[config.mk]
export PLATFORM = sky130hd
export DESIGN_NAME = dem_mode_ctrl
export DESIGN_NICKNAME = d
export VERILOG_FILES = /design/src/rtl/dem_ctrl_pkg.sv /design/src/rtl/dem_stuck_wd.sv /design/src/rtl/dem_mode_ctrl.sv
export SDC_FILE = /design/constraint.sdc
export NUM_CORES = 1
export LEC_CHECK = 0
export CAP_MARGIN = 20
export CORE_ASPECT_RATIO = 1.4
export CORE_MARGIN = 1.5
export CORE_UTILIZATION = 49
export CTS_CLUSTER_DIAMETER = 150
export CTS_CLUSTER_SIZE = 40
export DETAILED_ROUTE_END_ITERATION = 6
export GPL_ROUTABILITY_DRIVEN = 0
export PLACE_DENSITY = 0.77
export SLEW_MARGIN = 20
export SYNTH_ARGS = -nofsm -noshare
export SYNTH_HDL_FRONTEND = slang
export SYNTH_SLANG_ARGS = --single-unit
[constraint.sdc]
create_clock -name clk -period 2 [get_ports clk]
set_input_delay 0.4 -clock clk [delete_from_list [all_inputs] [get_ports clk]]
set_output_delay 0.4 -clock clk [all_outputs]
set_load 0.03 [all_outputs]
[src/rtl/dem_ctrl_pkg.sv]
// Shared types and constants for the DEM mode-sequencing controller.
//   state_e   : controller phases (RUN, MUTE, FLUSH, SETTLE)
//   mode_t    : bypass mode {isi_sel, mis_sel} as driven to the DEM core
//   MODE_RESET: full bypass, the mode the core wakes up in
//   MID_CODE_DEF / V_MAX_DEF: default mid-scale and full-scale input codes
package dem_ctrl_pkg;

  typedef enum logic [1:0] {
    ST_RUN    = 2'd0,
    ST_MUTE   = 2'd1,
    ST_FLUSH  = 2'd2,
    ST_SETTLE = 2'd3
  } state_e;

  typedef struct packed {
    logic isi_sel;
    logic mis_sel;
  } mode_t;

  localparam mode_t MODE_RESET = 2'b11;

  localparam logic signed [3:0] MID_CODE_DEF = 4'sd3;
  localparam logic signed [3:0] V_MAX_DEF    = 4'sd6;

  // Pack the two request bits into the mode encoding used by the core.
  function automatic mode_t mk_mode(input logic isi, input logic mis);
    mode_t m;
    m.isi_sel = isi;
    m.mis_sel = mis;
    return m;
  endfunction

endpackage

[src/rtl/dem_stuck_wd.sv]
// Stuck-loop watchdog for the DEM core.
// Counts consecutive enabled cycles in which the core's SV output did not
// change while the mismatch shaper is active and the input is neither empty
// nor full scale (at 0 / V_MAX a frozen SV is legitimate).
//   clk, rstn : clock, synchronous active-low reset
//   en        : count enable (controller in RUN and clk_en)
//   clr       : clears the run counter (controller outside RUN)
//   sv_in     : SVout from the core
//   v_in      : element count currently fed to the modulator path
//   mis_sel   : current MIS bypass (1 disables the watchdog)
//   trip      : combinational, high on the enabled cycle that reaches WD_LIMIT
module dem_stuck_wd
  import dem_ctrl_pkg::*;
#(
  parameter int unsigned       WD_LIMIT = 64,
  parameter int unsigned       CNT_W    = 8,
  parameter logic signed [3:0] V_MAX    = V_MAX_DEF
) (
  input  logic              clk,
  input  logic              rstn,
  input  logic              en,
  input  logic              clr,
  input  logic [5:0]        sv_in,
  input  logic signed [3:0] v_in,
  input  logic              mis_sel,
  output logic              trip
);

  localparam logic [CNT_W-1:0] WD_LAST = CNT_W'(WD_LIMIT - 1);
  localparam logic [CNT_W-1:0] ONE     = CNT_W'(1);
  localparam logic [CNT_W-1:0] ZERO    = {CNT_W{1'b0}};

  logic [5:0]       sv_prev_q, sv_prev_d;
  logic [CNT_W-1:0] cnt_q, cnt_d;
  logic             stuck_s;

  assign stuck_s = (sv_in == sv_prev_q) && !mis_sel &&
                   (v_in != 4'sd0) && (v_in != V_MAX);

  // Compare register and run counter next-state; trip ends the run.
  always_comb begin
    sv_prev_d = sv_prev_q;
    cnt_d     = cnt_q;
    trip      = 1'b0;
    if (clr) begin
      cnt_d = ZERO;
    end else if (en) begin
      sv_prev_d = sv_in;
      if (stuck_s) begin
        if (cnt_q == WD_LAST) begin
          trip  = 1'b1;
          cnt_d = ZERO;
        end else begin
          cnt_d = cnt_q + ONE;
        end
      end else begin
        cnt_d = ZERO;
      end
    end else begin
      cnt_d = cnt_q;
    end
  end

  // Watchdog state registers.
  always_ff @(posedge clk) begin
    if (!rstn) begin
      sv_prev_q <= 6'd0;
      cnt_q     <= ZERO;
    end else begin
      sv_prev_q <= sv_prev_d;
      cnt_q     <= cnt_d;
    end
  end

endmodule

[src/rtl/dem_mode_ctrl.sv]
// Mode-change sequencer for the 6-element ISI/mismatch-shaping DEM core.
// A bypass-mode change is applied as MUTE (mid-scale input) -> FLUSH (core
// loop filters held in reset, new mode applied) -> SETTLE (mid-scale input,
// loops running) -> RUN. A stuck-SV watchdog re-flushes the core in place.
//   clk, rstn            : clock, synchronous active-low reset
//   clk_en               : sample enable shared with the core
//   v_in                 : modulator element count; v_out : V to the core
//   cfg_valid/cfg_ready  : mode request handshake, cfg_isi_sel/cfg_mis_sel
//   cfg_done             : one-cycle pulse once the requested mode runs
//   sv_in                : SVout from the core, watched for a stuck loop
//   wd_clr               : clears wd_flag
//   core_rstn, isi_sel, mis_sel : registered core controls
//   busy                 : controller not in RUN
//   wd_flag, wd_count    : sticky trip flag and saturating trip count
module dem_mode_ctrl
  import dem_ctrl_pkg::*;
#(
  parameter int unsigned       MUTE_CYC   = 4,
  parameter int unsigned       FLUSH_CYC  = 2,
  parameter int unsigned       SETTLE_CYC = 8,
  parameter int unsigned       WD_LIMIT   = 64,
  parameter logic signed [3:0] MID_CODE   = MID_CODE_DEF,
  parameter logic signed [3:0] V_MAX      = V_MAX_DEF,
  parameter int unsigned       CNT_W      = 8
) (
  input  logic              clk,
  input  logic              rstn,
  input  logic              clk_en,
  input  logic signed [3:0] v_in,
  input  logic              cfg_valid,
  input  logic              cfg_isi_sel,
  input  logic              cfg_mis_sel,
  output logic              cfg_ready,
  output logic              cfg_done,
  input  logic [5:0]        sv_in,
  input  logic              wd_clr,
  output logic signed [3:0] v_out,
  output logic              core_rstn,
  output logic              isi_sel,
  output logic              mis_sel,
  output logic              busy,
  output logic              wd_flag,
  output logic [3:0]        wd_count
);

  localparam logic [CNT_W-1:0] MUTE_LAST   = CNT_W'(MUTE_CYC - 1);
  localparam logic [CNT_W-1:0] FLUSH_LAST  = CNT_W'(FLUSH_CYC - 1);
  localparam logic [CNT_W-1:0] SETTLE_LAST = CNT_W'(SETTLE_CYC - 1);
  localparam logic [CNT_W-1:0] ONE         = CNT_W'(1);
  localparam logic [CNT_W-1:0] ZERO        = {CNT_W{1'b0}};

  state_e            state_q, state_d;
  logic [CNT_W-1:0]  cnt_q, cnt_d;
  mode_t             mode_q, mode_d;     // mode currently applied to the core
  mode_t             req_q, req_d;       // mode waiting to be applied in FLUSH
  logic              pend_q, pend_d;     // a request owes a cfg_done
  logic signed [3:0] v_out_q, v_out_d;
  logic              core_rstn_q, core_rstn_d;
  logic              cfg_ready_q, cfg_ready_d;
  logic              cfg_done_q, cfg_done_d;
  logic              busy_q, busy_d;
  logic              wd_flag_q, wd_flag_d;
  logic [3:0]        wd_count_q, wd_count_d;

  mode_t             cfg_mode_s;
  logic              accept_s;
  logic              trip_s;
  logic              wd_en_s;
  logic              wd_rst_s;

  assign cfg_mode_s = mk_mode(cfg_isi_sel, cfg_mis_sel);
  // cfg_ready_q is high exactly while in RUN.
  assign accept_s   = cfg_valid && cfg_ready_q;
  assign wd_en_s    = (state_q == ST_RUN) && clk_en;
  assign wd_rst_s   = (state_q != ST_RUN);

  dem_stuck_wd #(
    .WD_LIMIT (WD_LIMIT),
    .CNT_W    (CNT_W),
    .V_MAX    (V_MAX)
  ) u_stuck_wd (
    .clk     (clk),
    .rstn    (rstn),
    .en      (wd_en_s),
    .clr     (wd_rst_s),
    .sv_in   (sv_in),
    .v_in    (v_in),
    .mis_sel (mode_q.mis_sel),
    .trip    (trip_s)
  );

  // Next-state, phase counter, mode latching and watchdog bookkeeping.
  always_comb begin
    state_d    = state_q;
    cnt_d      = cnt_q;
    mode_d     = mode_q;
    req_d      = req_q;
    pend_d     = pend_q;
    cfg_done_d = 1'b0;
    wd_count_d = wd_count_q;
    if (wd_clr) begin
      wd_flag_d = 1'b0;
    end else begin
      wd_flag_d = wd_flag_q;
    end
    case (state_q)
      ST_RUN: begin
        // A request outranks a coincident trip; the trip is simply dropped.
        if (accept_s) begin
          if (cfg_mode_s == mode_q) begin
            cfg_done_d = 1'b1;
          end else begin
            req_d   = cfg_mode_s;
            pend_d  = 1'b1;
            state_d = ST_MUTE;
            cnt_d   = ZERO;
          end
        end else if (trip_s) begin
          state_d   = ST_FLUSH;
          cnt_d     = ZERO;
          wd_flag_d = 1'b1;
          if (wd_count_q != 4'hF) begin
            wd_count_d = wd_count_q + 4'd1;
          end else begin
            wd_count_d = wd_count_q;
          end
        end else begin
          state_d = ST_RUN;
        end
      end
      ST_MUTE: begin
        if (clk_en) begin
          if (cnt_q == MUTE_LAST) begin
            state_d = ST_FLUSH;
            cnt_d   = ZERO;
            mode_d  = req_q;   // new mode lands together with core reset
          end else begin
            cnt_d = cnt_q + ONE;
          end
        end else begin
          cnt_d = cnt_q;
        end
      end
      ST_FLUSH: begin
        // Core reset length is in raw clocks, independent of clk_en.
        if (cnt_q == FLUSH_LAST) begin
          state_d = ST_SETTLE;
          cnt_d   = ZERO;
        end else begin
          cnt_d = cnt_q + ONE;
        end
      end
      ST_SETTLE: begin
        if (clk_en) begin
          if (cnt_q == SETTLE_LAST) begin
            state_d    = ST_RUN;
            cnt_d      = ZERO;
            cfg_done_d = pend_q;
            pend_d     = 1'b0;
          end else begin
            cnt_d = cnt_q + ONE;
          end
        end else begin
          cnt_d = cnt_q;
        end
      end
      default: begin
        state_d = ST_FLUSH;
        cnt_d   = ZERO;
      end
    endcase
  end

  // Output next values follow the next state so registered outputs line up
  // with the state they describe.
  always_comb begin
    core_rstn_d = (state_d != ST_FLUSH);
    cfg_ready_d = (state_d == ST_RUN);
    busy_d      = (state_d != ST_RUN);
    if (state_d != ST_RUN) begin
      v_out_d = MID_CODE;
    end else if (clk_en) begin
      v_out_d = v_in;
    end else begin
      v_out_d = v_out_q;
    end
  end

  // State and output registers; reset parks the core in full-bypass flush.
  always_ff @(posedge clk) begin
    if (!rstn) begin
      state_q     <= ST_FLUSH;
      cnt_q       <= ZERO;
      mode_q      <= MODE_RESET;
      req_q       <= MODE_RESET;
      pend_q      <= 1'b0;
      v_out_q     <= MID_CODE;
      core_rstn_q <= 1'b0;
      cfg_ready_q <= 1'b0;
      cfg_done_q  <= 1'b0;
      busy_q      <= 1'b1;
      wd_flag_q   <= 1'b0;
      wd_count_q  <= 4'd0;
    end else begin
      state_q     <= state_d;
      cnt_q       <= cnt_d;
      mode_q      <= mode_d;
      req_q       <= req_d;
      pend_q      <= pend_d;
      v_out_q     <= v_out_d;
      core_rstn_q <= core_rstn_d;
      cfg_ready_q <= cfg_ready_d;
      cfg_done_q  <= cfg_done_d;
      busy_q      <= busy_d;
      wd_flag_q   <= wd_flag_d;
      wd_count_q  <= wd_count_d;
    end
  end

  assign v_out     = v_out_q;
  assign core_rstn = core_rstn_q;
  assign isi_sel   = mode_q.isi_sel;
  assign mis_sel   = mode_q.mis_sel;
  assign cfg_ready = cfg_ready_q;
  assign cfg_done  = cfg_done_q;
  assign busy      = busy_q;
  assign wd_flag   = wd_flag_q;
  assign wd_count  = wd_count_q;

endmodule

==> reports/metrics.csv, run 1 <==
stage;metric;value;unit
outcome;status;finished, violations left;
outcome;violations;negative setup slack;
synth;ys_warn_count;0;
placed_design;dp_hpwl;3.99;mm
floorplan;io_pins;32;
synth;synth_fp_nets;275;
timing;worstMarginPinSlew;0.339;ns
timing;layout_setup_ws;-0.112;ns
critical_path;start_kind;flip-flop;
synth;netlist_area;0.00222;mm^2
grt;grt_pass1_vias;2137;
cells_and_area;n_fill_cell;346;
cells_and_area;syn_to_final_growth;41.5;%
clock_tree;cts-root-buf;clkbuf_8;
routing;detailedRoute.firstPassIterationCount;4;
synth;synth_ff_type;dfxtp_1;
timing;hold_viol;0;
floorplan;fp.coreArea;0.00427;mm^2
cells_and_area;num-nets-final;354;
clock_tree;cts_tree;done;
clock_tree;clk_pin_slew;0.08;ns
synth;synth_edf_count;0;
routing;wirelength;5.39;mm
grt;antenna_found_initial;0;
synth;post_synth.cell_area_avg;8.92;um^2
floorplan;rows;28;
critical_path;required;2.18;ns
routing;drt_iter0_drc;75;
clock_tree;htree_levels;2;
floorplan;die_area;0.00495;mm^2
synth;netlist.area_leader.share;37.9;%
power;p_per_area;1020;mW/mm^2
timing;fin_crit_sh;106;%
timing;tns;-0.210;ns
synth;netlist_instances;249;
timing;rsz0062_at_grt;true;
timing;fmax;473;MHz
routing;drt-vias-per-instance;5.41;
floorplan;die_x;59.9;um
critical_path;path_buf_inv;0;
synth;seq_area_frac_synth;37.9;%
critical_path;cpMaxStageDelayCell;or4_4;
critical_path;r2r_slack;-0.11;ns
clock_tree;cts_buffer_depth;2;
run;maxCapViolations;0;
timing;fin_skew;0.00720;ns
clock_tree;cts_sinks;42;
grt;grt_pass1_wl;8.89;mm
cells_and_area;layout-drive-gt1-share;26.1;%
synth;synth_cell_types;53;
timing;slew-limit-headroom;77.3;%
floorplan;die_h;82.7;um
timing;setup_violations;6;
floorplan;start_util;52.0;%
cells_and_area;multi_input_area;0.00141;mm^2
placed_design;dp.cells;378;
synth;async_flop_share;0;%
placed_design;dpl_worst_slack;-0.382;ns
critical_path;crit_fanout;7;
power;power.total;3.22;mW
routing;num_vias;2104;
routing;drt-wirelength-per-cell;13.8;um
routing;drc;0;
critical_path;cp_top_family;simple AND/OR/NAND/NOR gates;
placed_design;io_buffer_count;31;
worst_hold_path;min_path_type;in -> reg;
cells_and_area;fin_util;73.5;%
critical_path;endpoint_kind;flip-flop;
synth;yosys_register_bits;42;
cells_and_area;antennaDiodeCount;0;
timing;period_needed;2.11;ns
critical_path;crit_chain;or4_4 > or4b_4 > a2bb2oi_4 > nor2_1 > o211ai_1 > o31ai_1;
grt;gr-usage-all-layers;23.4;%
critical_path;worstSetupPathType;reg -> reg;
grt;grt_max_degree;17;
routing;antenna_left;0;
synth;synthTopCellsByArea;dfxtp_1 38%, nand2_1 6.3%, ha_1 5.1%;
synth;synth_largest_area_cell;dfxtp_1;
power;peakVddDrop;695;uV
cells_and_area;area.sequential;843;um^2
clock_tree;worst_skew_pair.late_latency;0.29;ns
critical_path;arrival;2.29;ns
power;p_leak;1.26;nW
critical_path;max_stage_delay;0.58;ns
clock_tree;cts_made_buffers;5;
grt;grt-ovfl-total;0;
timing;drv_slew;0;
cells_and_area;instances_no_fill;389;
state kept, by name, summed over array words and instances, names as in the netlist:
signal,flops
cnt_q,8
cfg_done,1
busy,1
v_out,4
isi_sel,1
req_q,2
u_stuck_wd.sv_prev_q,6
wd_count,4
pend_q,1
mis_sel,1
cfg_ready,1
core_rstn,1
u_stuck_wd.cnt_q,8
state_q,2
wd_flag,1
kinds of logic after synthesis:
group / count (synthesis) / synth area share (%)
DFF: 42 / 37.9
muxes: 11 / 4.96
buffers and inverters: 15 / 2.70
xor gates and xnor gates: 20 / 7.89
adders and majority gates: 9 / 5.07
AOI/OAI and AO/OA: 41 / 15.3
and+or+nand+nor: 111 / 26.3
cells in the final DEF, fill, tap and decap left out, drive strengths merged, types with 2 or more instances in the layout:
cell	synthesis	routed
a211oi	2	2
a21boi	10	10
a21oi	4	4
and2	4	4
and3	3	3
and4	2	2
buf	3	47
clkbuf	3	5
clkdlybuf4s50	0	28
clkinv	0	2
dfxtp	42	42
dlymetal6s2s	0	2
ha	9	9
inv	9	9
mux2i	11	11
nand2	37	37
nand2b	2	2
nand3	9	9
nand4	5	5
nand4bb	2	2
nor2	24	24
nor2b	3	3
nor3	8	8
nor3b	4	4
o21a	3	3
o21ai	6	6
o22ai	2	2
o41ai	2	2
or3	2	2
or4	2	2
xnor2	10	10
xor2	10	10
cells in the mapped netlist (2+ instances only):
| cell | instances |
|---|---|
| nand4bb_1 | 2 |
| a21boi_0 | 9 |
| xnor2_1 | 10 |
| nor2_1 | 23 |
| and2_1 | 2 |
| buf_2 | 3 |
| mux2i_1 | 11 |
| nor2b_1 | 3 |
| and3_1 | 3 |
| inv_1 | 9 |
| o22ai_1 | 2 |
| nor3b_1 | 4 |
| a21oi_1 | 4 |
| o21ai_0 | 6 |
| ha_1 | 9 |
| nand2b_1 | 2 |
| a211oi_1 | 2 |
| nand3_1 | 9 |
| o21a_1 | 3 |
| xor2_1 | 10 |
| dfxtp_1 | 42 |
| and4_1 | 2 |
| nand2_1 | 37 |
| clkbuf_1 | 3 |
| nand4_1 | 4 |
| nor3_1 | 8 |
tightest hold or removal path, stage by stage:
cell	delay [ns]
dlymetal6s2s_1	0.14
nand2_1	0.06
a21boi_0	0.07
stage by stage:
| stage | hold WS [ns] | area [um^2] |
|---|---|---|
| after floorplan | 0.441 | 2230 |
| after global placement | 0.453 | 2920 |
| after detailed placement | 0.463 | 2920 |
| after CTS | 0.484 | 3040 |
| after global routing | 0.445 | 3140 |
| final | 0.421 | 3140 |
path summary, 6_finish.rpt:
check / startpoint / to / cells past startpoint
worst max register to register: cnt_q[7]$_SDFFE_PN0P_ / cnt_q[3]$_SDFFE_PN0P_ / 6
worst min register to register: req_q[0]$_SDFFE_PN1P_ / req_q[0]$_SDFFE_PN1P_ / 2
worst min-delay path: sv_in[1] / u_stuck_wd.sv_prev_q[1]$_SDFFE_PN0P_ / 3
worst max-delay path: cnt_q[7]$_SDFFE_PN0P_ / cnt_q[3]$_SDFFE_PN0P_ / 6
timing repair:
action | 4_1_cts | 5_1_grt
pin swaps | 5 | 9
hold buffers | 0 | 0
buffers inserted | 1 | 2
gates resized for setup | 6 | 20
setup endpoints to repair | 10 | 19
layout make-up:
type                            count  area share [%]
Timing Repair Buffer               78            21.3
Tap cell                           60            2.39
Sequential cell                    42            26.8
Clock buffer                        5            2.19
Inverter                            9            1.07
Multi-Input combinational cell    192            44.9
Clock inverter                      3            1.27
per-layer routing:
metal	global-route usage (%)	share of wire (%)	vias up
li1	-	-	1036
met1	26.2	41	1003
met2	39.7	52	50
met3	5.92	3.8	15
met4	13.1	3.0	0
met5	0	0	-
where the power goes:
part	switching (mW)	total, mW	internal (mW)
clock network	0.294	0.662	0.368
registers	0.0644	1.00	0.937
logic	0.798	1.56	0.759
Note: power is estimated with default switching activity, not from simulation.
==> run 2, diff against run 1 <==
- HOLD_SLACK_MARGIN: not set -> 0.05
- PLACE_DENSITY: 0.77 -> 0.83
- TNS_END_PERCENT: not set -> 100
==> reports/metrics.csv, run 2 (synthesis results as in run 1) <==
stage;metric;value;unit;change
outcome;status;finished, violations left;;
outcome;violations;negative setup slack;;
grt;grt_pass1_vias;2010;;-5.9%
cells_and_area;fin_area;0.00315;mm^2;+0.16%
critical_path;start_kind;flip-flop;;
timing;fin_crit_sh;103;%;-2.6 points
grt;grt_max_degree;31;;+14
critical_path;path_buf_inv;0;;unchanged
clock_tree;cts_sinks;42;;unchanged
routing;antenna_left;0;;unchanged
critical_path;endpoint_kind;flip-flop;;
critical_path;cp_top_family;simple AND/OR/NAND/NOR gates;;
routing;detailedRoute.firstPassIterationCount;4;;unchanged
routing;num_vias;2071;;-1.6%
clock_tree;cts_tree;done;;
clock_tree;cts_buffer_depth;2;;unchanged
timing;fin_skew;0.00598;ns;-0.00121 ns
timing;drv_slew;0;;unchanged
timing;worstMarginPinSlew;0.356;ns;+0.0171 ns
placed_design;placedInstanceArea;0.00289;mm^2;-1.0%
clock_tree;htree_levels;2;;unchanged
placed_design;io_buffer_count;31;;unchanged
floorplan;die_h;82.7;um;unchanged
clock_tree;worst_skew_pair.late_latency;0.30;ns;about the same
floorplan;die_x;59.9;um;unchanged
timing;rsz0062_at_grt;true;;
timing;fmax;485;MHz;+2.5%
power;p_leak;1.28;nW;+2.0%
clock_tree;cts_made_buffers;5;;unchanged
power;p_per_area;1020;mW/mm^2;-0.86%
routing;drc;0;;unchanged
cells_and_area;n_fill_cell;302;;-13%
worst_hold_path;min_path_type;in -> reg;;
cells_and_area;top_regs;cnt_q (8), u_stuck_wd.cnt_q (8), u_stuck_wd.sv_prev_q (6);;
grt;gr-usage-all-layers;23.9;%;+0.45 points
cells_and_area;layout_commonest_cell;buf_4;;
grt;antenna_found_initial;0;;unchanged
routing;wirelength;5.68;mm;+5.5%
cells_and_area;syn_to_final_growth;41.7;%;
run;maxCapViolations;0;;unchanged
clock_tree;holdBufCountCts;0;;unchanged
cells_and_area;instances_no_fill;386;;-0.77%
critical_path;required;2.18;ns;about the same
timing;hold_viol;0;;unchanged
cells_and_area;num-nets-final;353;;-0.28%
timing;whs;0.403;ns;-0.0179 ns
critical_path;max_stage_delay;0.56;ns;-0.02 ns
critical_path;worstSetupPathType;reg -> reg;;
clock_tree;cts-root-buf;clkbuf_8;;
grt;grt-ovfl-total;0;;unchanged
cells_and_area;layout-drive-gt1-share;27.3;%;+1.2 points
critical_path;arrival;2.24;ns;-0.05 ns
floorplan;start_util;52.0;%;unchanged
floorplan;rows;28;;unchanged
timing;slew-limit-headroom;76.2;%;-1.1 points
routing;drt_iter0_drc;106;;+41%
routing;drt-vias-per-instance;5.37;;-0.80%
critical_path;crit_chain;or4_4 > or4b_4 > a2bb2oi_4 > nor2_1 > o211ai_1 > o31ai_1;;
power;peakVddDrop;613;uV;-12%
floorplan;fp.coreArea;0.00427;mm^2;unchanged
cells_and_area;final_cell_mix;44 x buf_4, 39 x dfxtp_1, 36 x nand2_1;;
cells_and_area;antennaDiodeCount;0;;unchanged
clock_tree;clk_pin_slew;0.07;ns;about the same
critical_path;r2r_slack;-0.06;ns;+0.05 ns
placed_design;dp_hpwl;3.95;mm;-1.1%
placed_design;dp.cells;374;;-1.1%
timing;period_needed;2.06;ns;-0.0515 ns
critical_path;cpMaxStageDelayCell;or4_4;;
grt;grt_pass1_wl;8.77;mm;-1.3%
timing;layout_setup_ws;-0.0605;ns;+0.0515 ns
floorplan;die_area;0.00495;mm^2;unchanged
critical_path;crit_fanout;6;;-1
timing;setup_violations;3;;-3
floorplan;io_pins;32;;unchanged
routing;drt-wirelength-per-cell;14.7;um;+6.3%
run 2: changes by cell type in the layout (fill, tap and decap cells not counted), moves of 3 or more:
cell | before | now
nor3_2 | 5 | 2
nor3_1 | 2 | 5
clkdlybuf4s50_1 | 28 | 24
dlymetal6s2s_1 | 2 | 6
run 2: worst paths after layout:
check | startpoint | endpoint | cells after the start
worst max-delay path | cnt_q[6]$_SDFFE_PN0P_ | cnt_q[3]$_SDFFE_PN0P_ | 6
worst min-delay path | sv_in[3] | u_stuck_wd.sv_prev_q[3]$_SDFFE_PN0P_ | 3
worst max register to register | cnt_q[6]$_SDFFE_PN0P_ | cnt_q[3]$_SDFFE_PN0P_ | 6
worst min register to register | req_q[0]$_SDFFE_PN1P_ | req_q[0]$_SDFFE_PN1P_ | 2
run 2: report_power, final:
group          internal, mW  switching (mW)
sequential            0.940          0.0787
combinational         0.814           0.819
clock                 0.266           0.279
run 2: tightest hold or removal path: cells and delay by family:
| family | cells | cell delay (ns) |
|---|---|---|
| buf+inv | 1 | 0.14 |
| simple gates | 1 | 0.05 |
| compound gates | 1 | 0.06 |
run 2: per-layer routing:
metal	up-vias	share of wire (%)	global-route usage [%]
met3	11	3.8	5.14
met2	50	53	43.0
met1	981	41	26.1
met4	0	2.0	10.7
li1	1029	-	-
met5	-	0	0
run 2: final cells by class:
cell class,instances,area (um^2),share of cell area (%)
timing repair buffer,77,677,21.5
multi-input combinational,192,1440,45.6
sequential,42,845,26.8
tap,60,75.1,2.38
inverter,9,33.8,1.07
clock buffer,6,82.6,2.62
run 2: metrics by stage:
stage,utilization [%],setup slack (ns),power (mW),TNS [ns]
floorplan,-,0.00274,1.89,0
global placement,67.7,-0.289,2.40,-5.30
detailed placement,67.7,-0.410,2.43,-7.71
CTS,70.3,-0.0591,3.01,-0.0751
global route,73.7,-0.0978,3.36,-0.649
finish,73.7,-0.0605,3.20,-0.104
run 2: timing repair:
| item | CTS | global route |
|---|---|---|
| setup endpoints to repair | 11 | 19 |
| endpoints found under the hold margin | 0 | 0 |
| gates resized for setup | 12 | 28 |
| buffers inserted | 1 | 5 |
| pin swaps | 6 | 11 |
==> run 3, diff against run 2 <==
- CORE_UTILIZATION: 49 -> 50
- PLACE_DENSITY: 0.83 -> 0.81
- clock period: 2 -> 2.2 ns (I/O delays scaled with it)
==> reports/metrics.csv, run 3 (synthesis results as in run 1) <==
stage;metric;value;unit;change
power;p_leak;1.08;nW;-15%
clock_tree;cts_sinks;42;;unchanged
critical_path;crit_fanout;7;;+1
clock_tree;cts_made_buffers;5;;unchanged
grt;grt_pass1_wl;8.07;mm;-7.9%
cells_and_area;syn_to_final_growth;29.8;%;
worst_hold_path;min_path_type;reg -> reg;;
timing;layout_setup_ws;0.0857;ns;+0.146 ns
critical_path;required;2.38;ns;+0.20 ns
cells_and_area;num-nets-final;334;;-5.4%
floorplan;rows;28;;unchanged
critical_path;worstSetupPathType;reg -> reg;;
grt;globalRouteMet1Util;23.1;%;-3.0 points
grt;gr-max-usage-layer;met2;;
timing;setup_violations;0;;-3
floorplan;fp.coreArea;0.00424;mm^2;-0.82%
critical_path;endpoint_kind;flip-flop;;
routing;drt-wirelength-per-cell;13.8;um;-6.3%
timing;hold_viol;0;;unchanged
routing;detailedRoute.firstPassIterationCount;4;;unchanged
cells_and_area;layout_commonest_cell;dfxtp_1;;
floorplan;die_h;81.9;um;-0.97%
cells_and_area;top_regs;cnt_q (8), u_stuck_wd.cnt_q (8), u_stuck_wd.sv_prev_q (6);;
power;power.total;2.57;mW;-20%
placed_design;io_buffer_count;31;;unchanged
routing;drc;0;;unchanged
floorplan;die_area;0.00486;mm^2;-1.9%
clock_tree;cts_tree;done;;
grt;grt_use_met3;4.72;%;-0.42 points
cells_and_area;final_cell_mix;41 x dfxtp_1, 37 x nand2_1, 31 x clkdlybuf4s50_1;;
timing;fin_skew;0.00285;ns;-0.00313 ns
clock_tree;worst_skew_pair.late_latency;0.29;ns;about the same
clock_tree;cts_buffer_depth;2;;unchanged
grt;grt_max_degree;17;;-45%
timing;slew-limit-headroom;74.5;%;-1.7 points
timing;period_needed;2.11;ns;+0.0538 ns
floorplan;die_x;59.3;um;-0.96%
placed_design;dp_hpwl;3.87;mm;-2.1%
timing;worstMarginPinSlew;0.382;ns;+0.0261 ns
cells_and_area;fin_util;68.0;%;-5.6 points
timing;fmax;473;MHz;-2.5%
clock_tree;htree_levels;2;;unchanged
routing;drt-vias-per-instance;5.40;;+0.59%
routing;num_vias;1986;;-4.1%
grt;grt-ovfl-total;0;;unchanged
floorplan;start_util;52.4;%;+0.43 points
routing;antenna_left;0;;unchanged
floorplan;io_pins;32;;unchanged
grt;antenna_found_initial;0;;unchanged
grt;grt_pass1_vias;1897;;-5.6%
clock_tree;clk_pin_slew;0.07;ns;about the same
timing;fin_crit_sh;96.1;%;-6.9 points
grt;use_met2;39.6;%;-3.5 points
outcome;status;complete, no violations;;
cells_and_area;layout-drive-gt1-share;16.2;%;-11 points
power;p_per_area;892;mW/mm^2;-12%
critical_path;start_kind;flip-flop;;
routing;drt_iter0_drc;76;;-28%
critical_path;arrival;2.29;ns;+0.05 ns
power;peakVddDrop;569;uV;-7.3%
grt;gr-usage-all-layers;22.1;%;-1.8 points
cells_and_area;antennaDiodeCount;0;;unchanged
timing;drv_slew;0;;unchanged
routing;wirelength;5.08;mm;-11%
clock_tree;cts-root-buf;clkbuf_8;;
run;maxCapViolations;0;;unchanged
placed_design;dpl_worst_slack;-0.261;ns;+0.148 ns
==> run 3: per-layer routing <==
layer	wire, um	share of wire [%]
met2	2670	53
met4	91	1.8
met5	0	0
met3	181	3.6
met1	2130	42
==> run 3: worst paths after layout <==
kind         slack (ns)  cells after the start                            startpoint                                    to
max reg2reg        0.09                      6                 cnt_q[5]$_SDFFE_PN0P_                 cnt_q[4]$_SDFFE_PN0P_
max                0.09                      6                 cnt_q[5]$_SDFFE_PN0P_                 cnt_q[4]$_SDFFE_PN0P_
min                0.48                      2  u_stuck_wd.sv_prev_q[3]$_SDFFE_PN0P_  u_stuck_wd.sv_prev_q[3]$_SDFFE_PN0P_
min reg2reg        0.48                      2  u_stuck_wd.sv_prev_q[3]$_SDFFE_PN0P_  u_stuck_wd.sv_prev_q[3]$_SDFFE_PN0P_
==> run 3: per-stage QoR <==
stage	instance area (um^2)	std cells	hold slack (ns)	setup TNS (ns)
finish	2880	368	0.478	0
global route	2880	368	0.502	-0.00103
detailed placement	2770	359	0.467	-4.53
floorplan	2220	249	0.441	0
CTS	2840	366	0.482	0
global placement	2770	359	0.450	-1.79
==> run 3: power by group <==
part | internal (mW) | switching, mW
clock | 0.219 | 0.242
sequential | 0.852 | 0.0672
combinational | 0.562 | 0.630
total | 1.63 | 0.940
==> run 3: layout make-up <==
cell class / instances / area [um^2]
Timing Repair Buffer: 58 / 513
Inverter: 9 / 33.8
Tap cell: 60 / 75.1
Fill cell: 361 / 1360
Sequential cell: 42 / 842
Clock buffer: 7 / 76.3
Multi-Input combinational cell: 192 / 1340
==> run 3: timing repair <==
| item | 4_1_cts | 5_1_grt |
|---|---|---|
| hold buffers | 0 | 0 |
| buffers inserted | 0 | 2 |
| gates resized for setup | 0 | 8 |
| endpoints found under the setup margin | 0 | 21 |
==> run 3: critical path, stage by stage, from the launching register on <==
cell and delay, ns:
dfxtp_1 0.35, or4_4 0.60, or4b_4 0.52, a2bb2oi_4 0.23, nor2b_1 0.06, o21ai_0 0.14
a21boi_0 0.10
